File: config.mk
export PLATFORM = sky130hd
export DESIGN_NAME = rr_arb8_ctrl_flat
export DESIGN_NICKNAME = d
export VERILOG_FILES = /design/src/rtl/rr_arb8_ctrl_if.sv /design/src/rtl/rr_arb8_ctrl.sv /design/src/flat_wrapper.sv
export SDC_FILE = /design/constraint.sdc
export NUM_CORES = 1
export LEC_CHECK = 0
export CELL_PAD_IN_SITES_DETAIL_PLACEMENT = 1
export CELL_PAD_IN_SITES_GLOBAL_PLACEMENT = 2
export CORE_MARGIN = 10
export CORE_UTILIZATION = 35
export DETAILED_ROUTE_END_ITERATION = 8
export PLACE_DENSITY = 0.83
export SYNTH_ARGS = -nofsm -noshare
export SYNTH_HDL_FRONTEND = slang
export SYNTH_SLANG_ARGS = --single-unit
export TNS_END_PERCENT = 10
File: constraint.sdc
create_clock -name sys_clk -period 4.4 [get_ports sys_clk]
set_clock_uncertainty 0.05 [all_clocks]
set_input_delay 0.88 -clock sys_clk [delete_from_list [all_inputs] [get_ports sys_clk]]
set_output_delay 0.88 -clock sys_clk [all_outputs]
set_load 0.01 [all_outputs]
File: src/rtl/rr_arb8_ctrl_if.sv
// rtl/rr_arb8_ctrl_if.sv - request/grant bundle between the requesters and rr_arb8_ctrl
interface rr_arb8_ctrl_if;
  logic [7:0] pi_req;
  logic       pi_release;
  logic [7:0] po_grant;
  logic [2:0] po_grant_idx;
  logic       po_grant_vld;
  logic       po_tmo;

  modport master (
    output pi_req, pi_release,
    input  po_grant, po_grant_idx, po_grant_vld, po_tmo
  );

  modport slave (
    input  pi_req, pi_release,
    output po_grant, po_grant_idx, po_grant_vld, po_tmo
  );
endinterface

File: src/rtl/rr_arb8_ctrl.sv
// rtl/rr_arb8_ctrl.sv - 8-way round-robin arbiter with registered one-hot grant
// Optional forced revoke after MAX_HOLD grant cycles when ARB_TIMEOUT_EN is defined.
module rr_arb8_ctrl #(
  parameter int MAX_HOLD = 255,
  parameter int TMO_W    = 8
) (
  input  logic          sys_clk,
  input  logic          sys_rst,
  rr_arb8_ctrl_if.slave bus
);

  typedef enum logic {S_IDLE, S_GRANT} state_t;

  if (MAX_HOLD < 1 || MAX_HOLD > 255 || (MAX_HOLD >> TMO_W) != 0) begin : g_bad_param
    $error("rr_arb8_ctrl: MAX_HOLD must be 1..255 and representable in TMO_W bits");
  end

  state_t     r_state;
  logic [2:0] r_ptr;
  logic [2:0] r_idx;
  logic [7:0] r_grant;
  logic       r_vld;

  logic [2:0] w_sel;
  logic [2:0] w_cand;
  logic       w_any;
  logic       w_end;

  // Walk offsets high to low so the candidate nearest after r_ptr wins; offset 8 is r_ptr itself.
  always_comb begin
    w_sel  = r_ptr;
    w_cand = r_ptr;
    for (int i = 8; i >= 1; i--) begin
      w_cand = r_ptr + 3'(i);
      if (bus.pi_req[w_cand]) begin
        w_sel = w_cand;
      end
    end
  end

  assign w_any = |bus.pi_req;
  assign w_end = bus.pi_release || !bus.pi_req[r_idx];

`ifdef ARB_TIMEOUT_EN
  logic [TMO_W-1:0] r_hold_cnt;
  logic             r_tmo;
  logic             w_expire;

  // Counter holds completed grant cycles, so the cycle in flight is number r_hold_cnt+1.
  assign w_expire = (r_hold_cnt >= TMO_W'(MAX_HOLD - 1));
`endif

  always_ff @(posedge sys_clk or posedge sys_rst) begin
    if (sys_rst) begin
      r_state <= S_IDLE;
      r_ptr   <= 3'd7;
      r_idx   <= 3'd0;
      r_grant <= 8'h00;
      r_vld   <= 1'b0;
`ifdef ARB_TIMEOUT_EN
      r_hold_cnt <= '0;
      r_tmo      <= 1'b0;
`endif
    end else begin
`ifdef ARB_TIMEOUT_EN
      r_tmo <= 1'b0;
`endif
      case (r_state)
        S_IDLE: begin
          if (w_any) begin
            r_idx   <= w_sel;
            r_grant <= 8'd1 << w_sel;
            r_vld   <= 1'b1;
            r_state <= S_GRANT;
`ifdef ARB_TIMEOUT_EN
            r_hold_cnt <= '0;
`endif
          end
        end
        S_GRANT: begin
          if (w_end) begin
            r_grant <= 8'h00;
            r_vld   <= 1'b0;
            r_ptr   <= r_idx;
            r_state <= S_IDLE;
          end
`ifdef ARB_TIMEOUT_EN
          else if (w_expire) begin
            r_grant <= 8'h00;
            r_vld   <= 1'b0;
            r_ptr   <= r_idx;
            r_state <= S_IDLE;
            r_tmo   <= 1'b1;
          end else if (r_hold_cnt != {TMO_W{1'b1}}) begin
            r_hold_cnt <= r_hold_cnt + 1'b1;
          end
`endif
        end
        default: r_state <= S_IDLE;
      endcase
    end
  end

  assign bus.po_grant     = r_grant;
  assign bus.po_grant_idx = r_idx;
  assign bus.po_grant_vld = r_vld;
`ifdef ARB_TIMEOUT_EN
  assign bus.po_tmo       = r_tmo;
`else
  assign bus.po_tmo       = 1'b0;
`endif

endmodule

File: src/flat_wrapper.sv
// flat-port wrapper written by rule: the top's interface ports become plain ports
module rr_arb8_ctrl_flat 
#(
  parameter int MAX_HOLD = 255,
  parameter int TMO_W    = 8
)
  (sys_clk, sys_rst, bus_pi_req, bus_pi_release, bus_po_grant, bus_po_grant_idx, bus_po_grant_vld, bus_po_tmo);
  rr_arb8_ctrl_if bus_i ();
  input  logic sys_clk;
  input  logic sys_rst;
  input wire logic [$bits(bus_i.pi_req)-1:0] bus_pi_req;
  input wire logic [$bits(bus_i.pi_release)-1:0] bus_pi_release;
  output wire logic [$bits(bus_i.po_grant)-1:0] bus_po_grant;
  output wire logic [$bits(bus_i.po_grant_idx)-1:0] bus_po_grant_idx;
  output wire logic [$bits(bus_i.po_grant_vld)-1:0] bus_po_grant_vld;
  output wire logic [$bits(bus_i.po_tmo)-1:0] bus_po_tmo;
  assign bus_i.pi_req = bus_pi_req;
  assign bus_i.pi_release = bus_pi_release;
  assign bus_po_grant = bus_i.po_grant;
  assign bus_po_grant_idx = bus_i.po_grant_idx;
  assign bus_po_grant_vld = bus_i.po_grant_vld;
  assign bus_po_tmo = bus_i.po_tmo;
  rr_arb8_ctrl #(.MAX_HOLD(MAX_HOLD), .TMO_W(TMO_W)) u_core (.sys_clk(sys_clk), .sys_rst(sys_rst), .bus(bus_i));
endmodule
==> out/results.txt, run 1 <==
Fillers: 457
Fmax: 0.286 GHz
Max Root-Sink Buffers: 2
Router iterations before antenna repair: 4
Max-cap violations: 0
Core area: 4120 um^2
CP arrival: 3610 ps
Max Slew Vio Count: 0
Worst-Margin Slew: 607 ps
Top_reg_cell synth: dfrtp_1
Max H-tree Level: 1
DR vias: 1223
Global placement routability congestion: 0.849
Clock transition at the registers of the reported paths: 60 ps
Die W: 86.0 um
Finish-stage setup viols: 0
Outcome: finished clean
Final Hold Viols: 0
Row count: 23
CTS resizes: 0
Period utilisation layout: 79.5%
Yosys warning total: 0
Dominant cell type by area after synthesis: dfrtp_1
CTS root buffer: clkbuf_8
Tot GR Track Use: 11.1%
Fin crit period: 3500 ps
Top-area cell type share of the netlist area: 21.3%
Cell with the most instances after synthesis: nand2_1
RSZ-0062 raised after global routing: false
Total grt overflow: 0
Clock buffer count from CTS: 3
Initial Util: 37.1%
Post-CTS setup buffer count: 0
TNS Setup: 0 ps
Initial antenna violation count: 0
Crit start category: register
DRC: 0
Die ar.: 7400 um^2
TritonCTS clock tree: yes
Post-synth ARST share: 100%
Sequential element share of the synthesized area: 26.5%
Post-Syn Instances: 140
Synth Net Count: 153
Crit end category: register
P&R area growth vs syn: 18.2%
Post-synth EDFFs: 0
Kind of critical path: register to register
Ports: 24
DR WL/cell: 18.9 um
Share of cells above drive strength 1: 22.3%
Port-buffer cells: 22
Register area: 404 um^2
Largest net degree at the start of global routing: 18
Post-DP HPWL: 3130 um
Critical path fanouts, max: 15
Seq cells post-synth: 16
Synth top area cells: dfrtp_1 (21%), mux4_1 (10%), mux4_2 (10%)
Hold Buf Count CTS: 0
Worst EP required: 4510 ps
Initial drt markers: 66
Multi-input combinational cell area: 1040 um^2
Avg Synthesized Cell Area: 10.9 um^2
Yosys cell types: 48
Clock Latency Late Sink: 250 ps
ANT cells: 0
ANT nets after route: 0
Synth Cell Area: 1530 um^2
Commonest cells in the netlist: nand2_1 (17), dfrtp_1 (13), a21oi_1 (8), mux2_2 (8)
Global-route wire length before repair: 6820 um
Worst Hold Class: register to register
Vias/cell: 5.91
Relative slew slack: 59.5%
Number of global-route vias before repair: 1295
Clk sink count: 16
Routed WL: 3920 um
Net count, final: 171
Height of the die: 86.0 um
[final timing paths]
kind / from / endpoint / slack (ps) / cells after the start
max: u_core.r_ptr[1] / u_core.bus.po_grant[2] / 900 / 9
max in group asynchronous: sys_rst / u_core.bus.po_grant_idx[2] / 2950 / 2
max reg2reg: u_core.r_ptr[1] / u_core.bus.po_grant[2] / 900 / 9
min in group asynchronous: sys_rst / u_core.bus.po_grant_idx[1] / 950 / 2
min: u_core.bus.po_grant_vld / u_core.bus.po_grant_vld / 440 / 2
min reg2reg: u_core.bus.po_grant_vld / u_core.bus.po_grant_vld / 440 / 2
[per-layer routing]
metal  track usage, %  wire length [um]
met1             14.4              1810
met5                0                 0
met3             3.50               192
met2             18.1              1890
met4             1.65                21
[cell type report]
cell class / instances / share of cell area (%)
Sequential cell: 16 / 22.4
Clock buffer: 4 / 2.50
Inverter: 7 / 1.46
Multi-Input combinational cell: 108 / 57.9
Tap cell: 50 / 3.47
Timing Repair Buffer: 22 / 12.2
[through the flow]
stage                     setup slack [ps]  hold WS [ps]  cells  util [%]  instance area, um^2
final                                  901           442    207      43.8                 1800
after floorplan                       1240           433    140         -                 1530
after global routing                   637           476    207      43.8                 1800
after CTS                              906           450    207      43.8                 1800
after global placement                 925           416    203      42.7                 1760
after detailed placement               871           426    203      42.7                 1760
[logic make-up (layout without fill, tap and decap cells)]
kind of cell    after synthesis  in the layout  share of synthesized area (%)
xor+xnor                      5              5                           3.86
other cells                   1              1                          0.246
mux                          28             28                           31.5
fa+ha+maj                     2              2                           1.64
flops                        16             16                           26.5
buf+inv                      16             33                           5.00
simple gates                 32             32                           10.7
compound gates               40             40                           20.5
[sequential cells by signal, indices dropped and copies added, names as in the netlist]
signal	cells
u_core.bus.po_grant	8
u_core.bus.po_grant_idx	3
u_core.bus.po_grant_vld	1
u_core.r_ptr	3
u_core.r_state	1
[cell usage in the layout, fill, tap and decap left out, drive strengths merged, types with 3 or more instances in the layout]
cell type	synthesis	layout
a21oi	8	8
a221oi	3	3
nor4	3	3
mux2	9	9
mux4	13	13
clkdlybuf4s50	0	22
xnor2	4	4
inv	7	7
dfstp	3	3
nand2	17	17
a21o	3	3
mux2i	6	6
dfrtp	13	13
o21ai	11	11
clkbuf	3	4
nor3	3	3
a22o	5	5
[critical path, stage by stage, from the launching register on]
cell       delay, ps
dfstp_2          740
inv_1            220
ha_1             560
mux4_1           490
mux2_2           380
a2111oi_4        350
nor4_2           120
nor3_2           220
nand2_1          130
o21ai_1          160
Power of run 1 is not shown: default switching activity piles up to over one toggle a cycle in this logic, so the estimate is an artifact.
==> run 2: changes to the inputs <==
--- a/config.mk
+++ b/config.mk
@@ -8,9 +8,9 @@
 export CELL_PAD_IN_SITES_DETAIL_PLACEMENT = 1
 export CELL_PAD_IN_SITES_GLOBAL_PLACEMENT = 2
 export CORE_MARGIN = 10
-export CORE_UTILIZATION = 35
+export CORE_UTILIZATION = 31
 export DETAILED_ROUTE_END_ITERATION = 8
-export PLACE_DENSITY = 0.83
+export PLACE_DENSITY = 0.78
 export SYNTH_ARGS = -nofsm -noshare
 export SYNTH_HDL_FRONTEND = slang
 export SYNTH_SLANG_ARGS = --single-unit
==> constraint.sdc (replaced) <==
create_clock -name sys_clk -period 2.8 [get_ports sys_clk]
set_clock_uncertainty 0.05 [all_clocks]
set_input_delay 0.56 -clock sys_clk [delete_from_list [all_inputs] [get_ports sys_clk]]
set_output_delay 0.56 -clock sys_clk [all_outputs]
set_load 0.01 [all_outputs]
==> out/results.txt, run 2 (same netlist as run 1, synthesis figures left out) <==
Clk sink count: 16 (unchanged)
Net count, final: 211 (+23%)
Slowest cell delay on critical path: 510 ps (-230 ps)
Router iterations before antenna repair: 4 (unchanged)
Initial drt markers: 93 (+41%)
Crit start category: input pin
Outcome: complete, but fails checks
Tot GR Track Use: 11.6% (+0.44 points)
Max reg flops: 8 (unchanged)
RR Startpoint: u_core.r_ptr[0]
TritonCTS clock tree: yes
Placed Instances: 248 (+22%)
Largest net degree at the start of global routing: 17 (-1)
Core area: 4750 um^2 (+16%)
Port-buffer cells: 22 (unchanged)
Crit-path cells: clkdlybuf4s50_1 > buf_4 > mux4_2 > mux2_2 > o31ai_4 > a221oi_4 > nor3_4 > nand2_2 > o21ai_2
Global-route wire length before repair: 7980 um (+17%)
Fin crit period: 2820 ps
RSZ-0062 raised after global routing: true
Finish-stage setup viols: 7 (+7)
Ports: 24 (unchanged)
Height of the die: 90.1 um (+4.8%)
ANT nets after route: 0 (unchanged)
Max Slew Vio Count: 0 (unchanged)
Clock transition at the registers of the reported paths: 70 ps (about the same)
Vias/cell: 5.52 (-6.5%)
DRC: 0 (unchanged)
Most frequent cells in the layout: buf_4 (38), clkdlybuf4s50_1 (16), nand2_1 (13), dfrtp_1 (13), mux4_2 (10)
Fillers: 538 (+18%)
DR vias: 1458 (+19%)
CP arrival: 2950 ps (-660 ps)
Initial Util: 32.1% (-5.0 points)
Top Family by Delay on Critical Path: multiplexers
Total grt overflow: 0 (unchanged)
Crit-path slowest cell: clkdlybuf4s50_1
Initial antenna violation count: 0 (unchanged)
Die W: 90.1 um (+4.8%)
Routed WL: 5230 um (+33%)
Clock buffer count from CTS: 3 (unchanged)
Global placement routability congestion: 0.910 (+7.2%)
Die ar.: 8130 um^2 (+9.8%)
Buf/Inv on CP: 2 (+1)
Max Root-Sink Buffers: 2 (unchanged)
Fmax: 0.355 GHz
Worst Hold Class: register to register
Worst-Margin Slew: 592 ps (-15.0 ps)
Critical path fanouts, max: 5 (-10)
Number of global-route vias before repair: 1539 (+19%)
DR WL/cell: 19.8 um (+4.7%)
ANT cells: 0 (unchanged)
Clock Latency Late Sink: 250 ps (about the same)
P&R area growth vs syn: 54.1%
Period utilisation layout: 101%
Failing checks: setup timing
Post-DP HPWL: 3830 um (+23%)
Commonest non-fill, non-tap cell in the layout: buf_4
Hold_sp: u_core.bus.po_grant[3]
CTS root buffer: clkbuf_8
Kind of critical path: input pin to register
Setup ws final: -17.5 ps (-918 ps)
Final Hold Viols: 0 (unchanged)
Worst EP required: 2930 ps (-1580 ps)
Row count: 25 (+8.7%)
Setup crit start: bus_pi_req[2]
Fin cells: 264 (+28%)
Relative slew slack: 60.5% (+1.0 points)
Share of cells above drive strength 1: 53.8% (+32 points)
TNS Setup: -96.3 ps (-96.3 ps)
Crit end category: register
Max-cap violations: 0 (unchanged)
Max H-tree Level: 1 (unchanged)
Hold Buf Count CTS: 0 (unchanged)
[run 2: final cells by class]
class | instances | area, um^2 | share of cell area, %
flip-flops and latches | 16 | 404 | 17.2
well taps | 67 | 83.8 | 3.57
inverters | 7 | 36.3 | 1.54
repair buffers | 62 | 536 | 22.8
multi-input cells | 108 | 1230 | 52.6
clock buffers | 4 | 55.1 | 2.34
[run 2: layer usage]
metal / wire length (um) / up-vias / track usage [%]
li1: - / 652 / -
met1: 2070 / 756 / 13.0
met2: 2880 / 44 / 21.9
met3: 233 / 6 / 2.74
met4: 45 / 0 / 1.72
met5: 0 / - / 0
[run 2: timing repair]
| item | CTS | global route |
|---|---|---|
| cloned | 0 | 0 |
| buffers inserted | 1 | 12 |
| pin swaps | 1 | 14 |
| gates resized for setup | 7 | 39 |
| setup endpoints to repair | 9 | 11 |
[run 2: path summary, 6_finish.rpt]
check	slack (ps)	cells after the start	end
max	-20	9	u_core.bus.po_grant[6]
min	440	2	u_core.bus.po_grant[3]
max reg2reg	10	8	u_core.bus.po_grant[5]
min reg2reg	440	2	u_core.bus.po_grant[3]
max in group asynchronous	1690	2	u_core.bus.po_grant[3]
min in group asynchronous	620	2	u_core.bus.po_grant_vld
[run 2: worst min-delay path, cell delays in order (launching register included)]
cell and delay, ps:
dfrtp_1 340, nand2_1 70, o21ai_2 50
[run 2: stage by stage]
stage                     setup WS, ps  hold slack, ps  utilization (%)  area, um^2
after global routing              -163             470             49.4        2350
after floorplan                  -32.1             422                -        1570
after detailed placement          -320             422             42.2        2010
after CTS                        -12.6             446             44.0        2090
final                            -17.5             445             49.4        2350
after global placement            -250             418             42.2        2010
Power of run 2 is left out for the same reason.
==> run 3: changes to the inputs <==
--- a/config.mk
+++ b/config.mk
@@ -10,6 +10,7 @@
 export CORE_MARGIN = 10
 export CORE_UTILIZATION = 31
 export DETAILED_ROUTE_END_ITERATION = 8
+export GPL_TIMING_DRIVEN = 0
 export PLACE_DENSITY = 0.78
 export SYNTH_ARGS = -nofsm -noshare
 export SYNTH_HDL_FRONTEND = slang
==> out/results.txt, run 3 (same netlist as run 1, synthesis figures left out) <==
Hold Buf Count CTS: 0 (unchanged)
P&R area growth vs syn: 48.9%
Post-DP HPWL: 3400 um (-11%)
Global-route wire length before repair: 8150 um (+2.2%)
Initial Util: 32.1% (unchanged)
Core area: 4750 um^2 (unchanged)
Finish-stage setup viols: 11 (+4)
Crit end category: register
Clock Latency Late Sink: 250 ps (about the same)
Critical path fanouts, max: 5 (unchanged)
Ports: 24 (unchanged)
Largest net degree at the start of global routing: 17 (unchanged)
Commonest non-fill, non-tap cell in the layout: clkdlybuf4s50_1
Top Family by Delay on Critical Path: compound AO/OA/AOI/OAI gates
Most frequent cells in the layout: clkdlybuf4s50_1 (22), buf_4 (18), nand2_1 (16)
RSZ-0062 raised after global routing: true
DR vias: 1397 (-4.2%)
Row count: 25 (unchanged)
CTS root buffer: clkbuf_8
DR WL/cell: 20.8 um (+5.1%)
WHS: 452 ps (+7.28 ps)
Global placement routability congestion: 0.843 (-7.4%)
Net count, final: 197 (-6.6%)
Final Hold Viols: 0 (unchanged)
ANT nets after route: 0 (unchanged)
ANT cells: 0 (unchanged)
Initial antenna violation count: 0 (unchanged)
Max reg flops: 8 (unchanged)
Worst-Margin Slew: 606 ps (+13.9 ps)
Clock transition at the registers of the reported paths: 70 ps (about the same)
Port-buffer cells: 22 (unchanged)
Relative slew slack: 59.5% (-0.93 points)
Max Slew Vio Count: 0 (unchanged)
Initial drt markers: 65 (-30%)
Crit-path cells: buf_6 > buf_12 > inv_8 > ha_4 > mux4_2 > buf_4 > buf_4 > nand2_1 > o221a_2 > a22o_1 > nand2_2 > a21o_4 > a22o_1
Clk sink count: 16 (unchanged)
Vias/cell: 5.59 (+1.2%)
Total grt overflow: 0 (unchanged)
Failing checks: setup timing
Fmax: 0.343 GHz (-3.2%)
Fillers: 544 (+1.1%)
Share of cells above drive strength 1: 46.4% (-7.4 points)
Number of global-route vias before repair: 1572 (+2.1%)
Router iterations before antenna repair: 4 (unchanged)
Routed WL: 5200 um (-0.52%)
Crit start category: register
Slowest cell delay on critical path: 540 ps (+30 ps)
Die ar.: 8130 um^2 (unchanged)
Outcome: complete, but fails checks
Worst Hold Class: register to register
Worst EP required: 2890 ps (-40 ps)
Fin crit period: 2910 ps (+94.5 ps)
TritonCTS clock tree: yes
Max Root-Sink Buffers: 2 (unchanged)
Kind of critical path: register to register
Clock buffer count from CTS: 3 (unchanged)
Max-cap violations: 0 (unchanged)
Max H-tree Level: 1 (unchanged)
DRC: 0 (unchanged)
Height of the die: 90.1 um (unchanged)
Crit-path slowest cell: dfstp_2
Buf/Inv on CP: 5 (+3)
Period utilisation layout: 104% (+3.4 points)
Die W: 90.1 um (unchanged)
CP arrival: 3000 ps (+50 ps)
Tot GR Track Use: 11.9% (+0.34 points)
Setup ws final: -112 ps (-94.5 ps)
-- run 3: tightest hold or removal path: stages, from the launching register on --
cell and delay [ps]:
dfrtp_1 350, nand2_1 50, o21ai_1 70
-- run 3: layout make-up --
cell class                      count  area (um^2)  area share [%]
Multi-Input combinational cell    108         1250            54.9
Sequential cell                    16          404            17.8
Timing Repair Buffer               41          379            16.7
Tap cell                           67         83.8            3.69
Buffer                              7         66.3            2.92
Clock buffer                        4         55.1            2.42
Inverter                            7         36.3            1.60
-- run 3: final timing paths --
kind / start / to / slack (ps) / cells past startpoint
max reg2reg: u_core.r_ptr[1] / u_core.bus.po_grant[1] / -110 / 13
min: u_core.bus.po_grant[2] / u_core.bus.po_grant[2] / 450 / 2
min in group asynchronous: sys_rst / u_core.bus.po_grant_vld / 630 / 2
max in group asynchronous: sys_rst / u_core.bus.po_grant_idx[0] / 1670 / 2
max: u_core.r_ptr[1] / u_core.bus.po_grant[1] / -110 / 13
min reg2reg: u_core.bus.po_grant[2] / u_core.bus.po_grant[2] / 450 / 2
-- run 3: routing by layer --
layer	up-vias	routed length [um]	track usage (%)	part of all wire (%)
met1	712	2080	13.2	40
li1	634	-	-	-
met2	38	2800	22.5	54
met3	13	186	2.91	3.6
met5	-	0	0	0
met4	0	135	2.25	2.6
-- run 3: repair_timing --
action                     CTS  global route
setup endpoints to repair   11            11
gates cloned                 0             0
resized for setup           20            20
pin swaps                   13            13
setup buffers               18             2
-- run 3: through the flow --
stage / instance area (um^2) / setup TNS, ps / instances / setup WS, ps / utilization, %
detailed placement: 1870 / -3650 / 229 / -412 / 39.4
floorplan: 1570 / -126 / 140 / -32.1 / -
global placement: 1870 / -2860 / 229 / -307 / 39.4
global route: 2270 / -1780 / 250 / -242 / 47.8
CTS: 2150 / -242 / 248 / -65.3 / 45.2
finish: 2270 / -626 / 250 / -112 / 47.8
Power of run 3 is left out for the same reason.
